## src/rtl/fifo_pkg.sv

```systemverilog
// Shared helpers and types for the synchronous FIFO and anything that monitors it.
package fifo_pkg;

    // Address width for a storage array; never returns 0 so a port is always at least 1 bit.
    function automatic int unsigned clog2_safe(input int unsigned n);
        int unsigned r;
        r = $clog2(n);
        return (r < 1) ? 1 : r;
    endfunction

    // Occupancy counter width: one extra bit so DEPTH itself is representable.
    function automatic int unsigned cw_of(input int unsigned depth);
        return $clog2(depth) + 1;
    endfunction

    typedef struct packed {
        logic full;
        logic empty;
        logic overflow;
        logic underflow;
    } fifo_status_t;

endpackage

```

## src/rtl/fifo_mem.sv

```systemverilog
// DEPTH x WIDTH storage with a synchronous write port and a registered read port.
module fifo_mem
    import fifo_pkg::*;
#(
    parameter int unsigned WIDTH = 8,
    parameter int unsigned DEPTH = 8,
    localparam int unsigned AW = clog2_safe(DEPTH)
) (
    input  logic             clk,
    input  logic             rst,
    input  logic             wr_en,
    input  logic [AW-1:0]    wr_addr,
    input  logic [WIDTH-1:0] wr_data,
    input  logic             rd_en,
    input  logic [AW-1:0]    rd_addr,
    output logic [WIDTH-1:0] rd_data
);

    logic [WIDTH-1:0] r_mem [DEPTH];
    logic [WIDTH-1:0] r_rd_data;

    // Storage words; deliberately not reset, the pointers guarantee stale words are never read.
    always_ff @(posedge clk) begin
        if (wr_en) begin
            r_mem[wr_addr] <= wr_data;
        end
    end

    // Read register holds its value when no read is requested; reads see the pre-write word.
    always_ff @(posedge clk or posedge rst) begin
        if (rst) begin
            r_rd_data <= '0;
        end else if (rd_en) begin
            r_rd_data <= r_mem[rd_addr];
        end
    end

    assign rd_data = r_rd_data;

endmodule

```

## src/rtl/sync_fifo.sv

```systemverilog
// Single-clock FIFO: pointer/count bookkeeping, status flags and error pulses around fifo_mem.
module sync_fifo
    import fifo_pkg::*;
#(
    parameter int unsigned WIDTH = 8,
    parameter int unsigned DEPTH = 8,
    localparam int unsigned CW = cw_of(DEPTH)
) (
    input  logic             clk,
    input  logic             rst,
    input  logic             wr_en,
    input  logic [WIDTH-1:0] wr_data,
    input  logic             rd_en,
    output logic [WIDTH-1:0] rd_data,
    output logic             rd_valid,
    output logic             full,
    output logic             empty,
    output logic [CW-1:0]    count,
    output logic             overflow,
    output logic             underflow
);

    localparam int unsigned AW = clog2_safe(DEPTH);

    logic [AW-1:0] r_wr_ptr;
    logic [AW-1:0] r_rd_ptr;
    logic [CW-1:0] r_count;
    logic          r_rd_valid;
    logic          r_overflow;
    logic          r_underflow;

    logic          w_full;
    logic          w_empty;
    logic          w_push;
    logic          w_pop;
    logic [CW-1:0] w_count_d;

    // Flags decoded from the registered count; the pointers alone are ambiguous when equal.
    always_comb begin
        w_full  = (r_count == CW'(DEPTH));
        w_empty = (r_count == '0);
        w_pop   = rd_en && !w_empty;
        // A full FIFO still accepts a push when a pop frees the slot on the same edge.
        w_push  = wr_en && (!w_full || w_pop);
        w_count_d = r_count;
        if (w_push && !w_pop) begin
            w_count_d = r_count + CW'(1);
        end else if (w_pop && !w_push) begin
            w_count_d = r_count - CW'(1);
        end
    end

    // Pointer, count and one-cycle status pulse registers.
    always_ff @(posedge clk or posedge rst) begin
        if (rst) begin
            r_wr_ptr    <= '0;
            r_rd_ptr    <= '0;
            r_count     <= '0;
            r_rd_valid  <= 1'b0;
            r_overflow  <= 1'b0;
            r_underflow <= 1'b0;
        end else begin
            if (w_push) begin
                r_wr_ptr <= r_wr_ptr + AW'(1);
            end
            if (w_pop) begin
                r_rd_ptr <= r_rd_ptr + AW'(1);
            end
            r_count     <= w_count_d;
            r_rd_valid  <= w_pop;
            r_overflow  <= wr_en && w_full && !rd_en;
            r_underflow <= rd_en && w_empty;
        end
    end

    fifo_mem #(
        .WIDTH (WIDTH),
        .DEPTH (DEPTH)
    ) u_mem (
        .clk     (clk),
        .rst     (rst),
        .wr_en   (w_push),
        .wr_addr (r_wr_ptr),
        .wr_data (wr_data),
        .rd_en   (w_pop),
        .rd_addr (r_rd_ptr),
        .rd_data (rd_data)
    );

    assign rd_valid  = r_rd_valid;
    assign full      = w_full;
    assign empty     = w_empty;
    assign count     = r_count;
    assign overflow  = r_overflow;
    assign underflow = r_underflow;

endmodule

```

## config.mk

```make
export PLATFORM = sky130hd
export DESIGN_NAME = sync_fifo
export DESIGN_NICKNAME = d
export VERILOG_FILES = /design/src/rtl/fifo_pkg.sv /design/src/rtl/fifo_mem.sv /design/src/rtl/sync_fifo.sv
export SDC_FILE = /design/constraint.sdc
export NUM_CORES = 1
export LEC_CHECK = 0
export ABC_AREA = 1
export CAP_MARGIN = 15
export CELL_PAD_IN_SITES_DETAIL_PLACEMENT = 1
export CELL_PAD_IN_SITES_GLOBAL_PLACEMENT = 2
export CORE_MARGIN = 4
export CORE_UTILIZATION = 41
export DETAILED_ROUTE_END_ITERATION = 12
export PLACE_DENSITY_LB_ADDON = 0.1
export SETUP_SLACK_MARGIN = 0.05
export SYNTH_ARGS = -nofsm -noshare
export SYNTH_HDL_FRONTEND = slang
export SYNTH_SLANG_ARGS = --single-unit
```

## constraint.sdc

```tcl
create_clock -name clk -period 3.4 [get_ports clk]
set_clock_uncertainty 0.2 [all_clocks]
set_input_delay 0.68 -clock clk [delete_from_list [all_inputs] [get_ports clk]]
set_output_delay 0.68 -clock clk [all_outputs]
set_load 0.05 [all_outputs]
```

==> metrics, run 1 <==
Min-Delay Path Class=reg2reg; R2R setup slack=870 ps; DRC=0; Slowest cell on crit path=clkdlybuf4s50_1; total number of vias=2515; Mapped Avg Cell Area=10.4 µm²; vias in the first global route=2519; Final Hold Fails=0; Hold Path Depth=2; Routed Antenna Nets=0; CP max FO=5; max cap viols=0; Worst path top cell family by delay=buffers and inverters; Area Growth Syn to Fin=14.7%; setup TNS=0 ps; YS warnings=0; drt total wl=7900 µm; CP endpoint kind=output pin; die width=105 µm; routed length on met1=3870 µm; Num CTS Buffers=9; pwr/cell area=849 mW/mm²; max layer used=met4; gpl congestion=0.764; Post-CTS Resized=0; I/O pin cnt=29; Tcrit/Tclk final=85.2%; post-synthesis sequential area ratio=62.9%; cell area after synthesis=0.00389 mm²; clock root buffer=clkbuf_8; largest net degree at the start of global routing=35; Hold WS=297 ps; Reg2Reg Launch Point=count[0]$_DFFE_PP0P_; Post-DP Area=0.00429 mm²; Via density=4.63; cell count after placement=527; status=finished, final reports clean; Nets=427; actual slew at the worst max-slew pin=837 ps; P_leak=1.98 nW; CP required=2520 ps; CORE AREA=0.00924 mm²; crit path DAT=2020 ps; Skew-Pair Late Insertion Delay=350 ps; critical-path cell list=nor2_2 > nand2_2 > nor2_4 > clkdlybuf4s50_1; ranking of synthesized cells by area=edfxtp_1 (49%), dfrtp_1 (13%), nand2_1 (11%); # H-tree levels=3; antenna violations before repair=0; hold buffer count at cts=0; unrepaired setup endpoints after global routing=false; Clock Path Buffers=2; final cell count without fillers=543; TritonCTS clock tree=yes; Yosys cell types=26; cell taking the most area after synthesis=edfxtp_1; post-synth top area share=49.4%; GRT Total Usage=15.5%; drt wl/cell=14.5 µm; first-pass GRT wire length=13200 µm; CP bufs+invs=1; ant diodes=0; Largest stage delay, worst path=810 ps; DIE HEIGHT=105 µm; fin crit period=2900 ps; Pre-antenna DRT Iters=4; Sink Count=85; die area=0.0111 mm²; min-delay src=u_mem.rd_data[2]$_DFFE_PP0P_; Gate Count Post-Synth=375; DR iter-0 viols=97; CTS clk-pin slew, worst paths=90 ps; FP Rows=35; Peak Freq=345 MHz; peak supply drop=0.000245 V; Initial Util=42.1%; fraction of layout cells with a size suffix above 1=14.0%; Detail Placement HPWL=5490 µm; WL met3=237 µm; final std cell area, no fill=0.00447 mm²; worst-case reg-to-reg path depth=15; CP startpoint kind=register; Synthesized Nets=393; Final setup viols=0; met2 routed WL=3680 µm; R2R Path End=count[3]$_DFFE_PP0P_; Slew HR=44.1%; Synth Register Bits=85; total congestion overflow=0; Post-CTS Repair Setup Buffers=0; Worst Hold End=u_mem.rd_data[2]$_DFFE_PP0P_; Crit Path Category=reg2out; port buffer count=28; total power=3.79 mW; max-slew violation count=0
[cell usage after synthesis]
cell type	count
nand2_4	1
nand3b_4	1
clkinv_1	1
xnor2_1	3
xor2_1	1
inv_2	2
dfrtp_1	21
buf_4	3
inv_1	60
or2_2	1
fa_1	1
ha_1	5
o21ai_2	1
nand3_1	46
o21ai_0	2
nand3_2	10
nor2_4	1
edfxtp_1	64
nand2_2	13
buf_6	6
nand2_8	1
nor2_1	12
buf_2	5
nand2_1	112
nor2_2	1
inv_4	1
[worst register-to-register path: cells and delay by family, from the launching register on]
family,cells,cell delay [ps]
adders and majority gates,2,460
buffers and inverters,2,190
DFF,1,460
and+or+nand+nor,11,1170
[cell type report]
type / instances / area [µm²]
Fill cell: 1023 / 4770
Sequential cell: 85 / 2450
Multi-Input combinational cell: 212 / 1090
Timing Repair Buffer: 37 / 348
Inverter: 64 / 243
Tap cell: 129 / 161
Clock buffer: 9 / 124
Clock inverter: 7 / 56.3
[worst max path at each step]
| stage | from | end | slack [ps] | depth (start not counted) |
|---|---|---|---|---|
| final | count[0]$_DFFE_PP0P_ | full | 500 | 4 |
| after detailed placement | rd_en | count[3]$_DFFE_PP0P_ | 440 | 13 |
| after floorplan | count[0]$_DFFE_PP0P_ | count[3]$_DFFE_PP0P_ | 540 | 14 |
| after global placement | rd_en | count[3]$_DFFE_PP0P_ | 480 | 14 |
| after global routing | count[0]$_DFFE_PP0P_ | full | 380 | 4 |
| after CTS | count[0]$_DFFE_PP0P_ | full | 470 | 4 |
[placed cells by master (no fill, tap or decap)]
master / instances
nand2_1: 112
dfrtp_1: 21
inv_2: 2
edfxtp_1: 64
inv_8: 1
nand2_8: 1
or2_2: 1
clkdlybuf4s50_1: 28
nand2_2: 13
xor2_1: 1
ha_1: 5
nand3_2: 10
nand2_4: 1
clkbuf_8: 9
nor2_4: 1
buf_4: 9
inv_1: 60
xnor2_1: 3
clkinv_2: 2
o21ai_2: 1
nand3b_4: 1
clkinv_1: 1
fa_1: 1
inv_6: 4
inv_4: 1
nor2_2: 1
nor2_1: 12
o21ai_0: 2
nand3_1: 46
[per-stage QoR]
step / setup slack [ps] / utilization [%]
after floorplan: 544 / -
after global placement: 485 / 46.4
after detailed placement: 436 / 46.4
after CTS: 468 / 48.4
after global routing: 384 / 48.4
final: 505 / 48.4
[flip-flops by register name (all words and copies together) (netlist names)]
name / count
rd_valid: 1
overflow: 1
r_rd_ptr: 3
underflow: 1
count: 4
r_wr_ptr: 3
u_mem.r_mem: 64
u_mem.rd_data: 8
[per-layer routing]
layer  track usage, %  vias up
met5                0        -
met4             5.62        0
met3             2.69       10
met2             23.9       36
met1             22.1     1217
li1                 -     1252
[power breakdown]
| group | internal [mW] | switching [mW] |
|---|---|---|
| registers | 1.33 | 0.184 |
| clock network | 0.279 | 0.392 |
| logic | 0.537 | 1.07 |
[kinds of logic after synthesis]
logic type,Yosys count,synth area share (%)
AOI/OAI and AO/OA,3,0.482
xor gates and xnor gates,4,0.900
adders and majority gates,6,2.12
buffers and inverters,78,9.19
DFF,85,62.9
and+or+nand+nor,199,24.5
Power figures use the tool's default switching activity.
==> run 2, diff against run 1 <==
CORE_UTILIZATION = 40   (was 41)
CTS_CLUSTER_DIAMETER = 120   (was not set)
PLACE_DENSITY = 0.89   (was not set)
PLACE_DENSITY_LB_ADDON = not set   (was 0.1)
==> run 2 against run 1 <==
  * Clock power increased by 19%
  * Sequential power about the same
  * Largest power group unchanged
  * Worst setup slack got worse by 23 ps
  * Wire length increased by 7.0%
  * Utilization decreased by 0.25 points
  * Critical endpoint unchanged
  * Final cell count unchanged
  * Non-clock buffer count unchanged
  * Critical path depth unchanged
  * Total power increased by 3.9%
  * Maximum frequency decreased by 0.80%
  * First-iteration DRC count increased by 25%
  * Global-route usage increased by 0.51 points
==> metrics, run 2 (synthesis results as in run 1) <==
status=finished, final reports clean; die area=0.0114 mm² (+2.3%); CP endpoint kind=output pin; I/O pin cnt=29 (unchanged); DIE HEIGHT=107 µm (+1.1%); most common cell after layout, fill and taps aside=nand2_1; drt wl/cell=15.6 µm (+7.0%); Nets=427 (unchanged); fin crit period=2920 ps (+23.4 ps); clock root buffer=clkbuf_8; vias in the first global route=2641 (+4.8%); DRC=0 (unchanged); first-pass GRT wire length=13800 µm (+4.1%); crit path from=count[0]$_DFFE_PP0P_; Sink Count=85 (unchanged); CTS clk-pin slew, worst paths=90 ps (about the same); TritonCTS clock tree=yes; DR iter-0 viols=121 (+25%); setup TNS=0 ps (unchanged); CP startpoint kind=register; max-slew violation count=0 (unchanged); Slowest cell on crit path=clkdlybuf4s50_1; pwr/cell area=874 mW/mm² (+3.0%); met2 routed WL=4030 µm (+9.6%); Pre-antenna DRT Iters=4 (unchanged); port buffer count=28 (unchanged); Routed Antenna Nets=0 (unchanged); number of flip-flops in the largest register=64 (unchanged); crit path to=full; Detail Placement HPWL=5670 µm (+3.3%); Initial Util=41.5% (-0.59 points); crit path DAT=2040 ps (+20 ps); total number of vias=2549 (+1.4%); fraction of layout cells with a size suffix above 1=13.8% (-0.24 points); routed length on met1=4010 µm (+3.7%); FP Rows=35 (unchanged); WL met3=294 µm (+24%); Reg2Reg Launch Point=count[0]$_DFFE_PP0P_; largest net degree at the start of global routing=34 (-2.9%); Largest stage delay, worst path=810 ps (about the same); Top reg by flops=u_mem.r_mem; R2R setup slack=810 ps (-60 ps); Peak Freq=343 MHz (-0.80%); GRT Total Usage=16.0% (+0.51 points); Tcrit/Tclk final=85.9% (+0.69 points); Via density=4.69 (+1.4%); die width=107 µm (+1.1%); Slew HR=44.0% (-0.14 points); R2R Path End=count[3]$_DFFE_PP0P_; CP required=2520 ps (about the same); total power=3.94 mW (+3.9%); Post-CTS Repair Setup Buffers=0 (unchanged); Worst path top cell family by delay=buffers and inverters; worst-case reg-to-reg path depth=15 (unchanged); actual slew at the worst max-slew pin=839 ps (+2.17 ps); peak supply drop=0.000283 V (+16%); Post-CTS Resized=0 (unchanged); Fillers=1040 (+1.7%); # H-tree levels=3 (unchanged); Clock Path Buffers=2 (unchanged); Final setup viols=0 (unchanged); unrepaired setup endpoints after global routing=false; CORE AREA=0.00937 mm² (+1.4%); Skew-Pair Late Insertion Delay=370 ps (+20 ps); Crit Path Category=reg2out; most frequent cells in the layout=nand2_1 (112), edfxtp_1 (64), inv_1 (60); drt total wl=8450 µm (+7.0%); total congestion overflow=0 (unchanged); ant diodes=0 (unchanged); Min-Delay Path Class=reg2reg; Final Hold Fails=0 (unchanged); max cap viols=0 (unchanged); hold buffer count at cts=0 (unchanged); max layer used=met4; Hold WS=300 ps (+2.64 ps); critical path depth=4 (unchanged); CP max FO=5 (unchanged); gpl congestion=0.776 (+1.5%); antenna violations before repair=0 (unchanged); final core area utilization=48.1% (-0.25 points); Num CTS Buffers=9 (unchanged); P_leak=1.99 nW (+0.39%); Area Growth Syn to Fin=15.8%; CP bufs+invs=1 (unchanged); critical-path cell list=nor2_2 > nand2_2 > nor2_4 > clkdlybuf4s50_1
[run 2: cell types whose count changed in the layout (fill, tap and decap cells not counted)]
| cell | before | now |
|---|---|---|
| inv_8 | 1 | 0 |
| inv_6 | 4 | 2 |
| bufinv_16 | 0 | 2 |
| clkinvlp_4 | 0 | 2 |
| clkinv_1 | 1 | 2 |
| clkinv_2 | 2 | 0 |
[run 2: through the flow]
step                cell area (µm²)  instances  worst slack [ps]
floorplan                      3890        375               544
global placement               4290        527               482
detailed placement             4290        527               393
CTS                            4510        543               454
global route                   4510        543               365
finish                         4510        543               481
[run 2: power by group]
part	switching, mW	internal [mW]
Sequential	0.211	1.33
Clock	0.379	0.416
Combinational	1.07	0.536
[run 2: worst min path at each step]
stage / end / start / slack, ps / depth (start not counted)
global placement: u_mem.rd_data[6]$_DFFE_PP0P_ / u_mem.rd_data[6]$_DFFE_PP0P_ / 290 / 2
finish: u_mem.rd_data[2]$_DFFE_PP0P_ / u_mem.rd_data[2]$_DFFE_PP0P_ / 300 / 2
global route: u_mem.rd_data[2]$_DFFE_PP0P_ / u_mem.rd_data[2]$_DFFE_PP0P_ / 320 / 2
detailed placement: u_mem.rd_data[2]$_DFFE_PP0P_ / u_mem.rd_data[2]$_DFFE_PP0P_ / 290 / 2
floorplan: r_wr_ptr[0]$_DFFE_PP0P_ / r_wr_ptr[0]$_DFFE_PP0P_ / 350 / 2
CTS: u_mem.rd_data[2]$_DFFE_PP0P_ / u_mem.rd_data[2]$_DFFE_PP0P_ / 310 / 2
[run 2: per-layer routing]
metal	vias up	track usage (%)
li1	1258	-
met1	1240	20.9
met2	38	26.5
met3	13	2.89
met4	0	6.48
met5	-	0
[run 2: cell type report]
| type | instances | area (µm²) | area share, % |
|---|---|---|---|
| Clock inverter | 7 | 96.3 | 2.14 |
| Clock buffer | 9 | 124 | 2.75 |
| Timing Repair Buffer | 37 | 348 | 7.72 |
| Inverter | 64 | 243 | 5.38 |
| Tap cell | 129 | 161 | 3.58 |
| Sequential cell | 85 | 2450 | 54.3 |
| Multi-Input combinational cell | 212 | 1090 | 24.1 |
[run 2: worst reg2reg max path: stages, from the launching register on]
cell,delay (ps)
dfrtp_1,480
nor2_2,190
nand2_2,80
nor2_4,110
nand2_4,100
nand2_8,110
inv_1,60
ha_1,180
inv_1,140
ha_1,280
or2_2,300
nand2_1,80
nand3_1,70
nand2_1,60
nand2_1,40
nand2_1,50
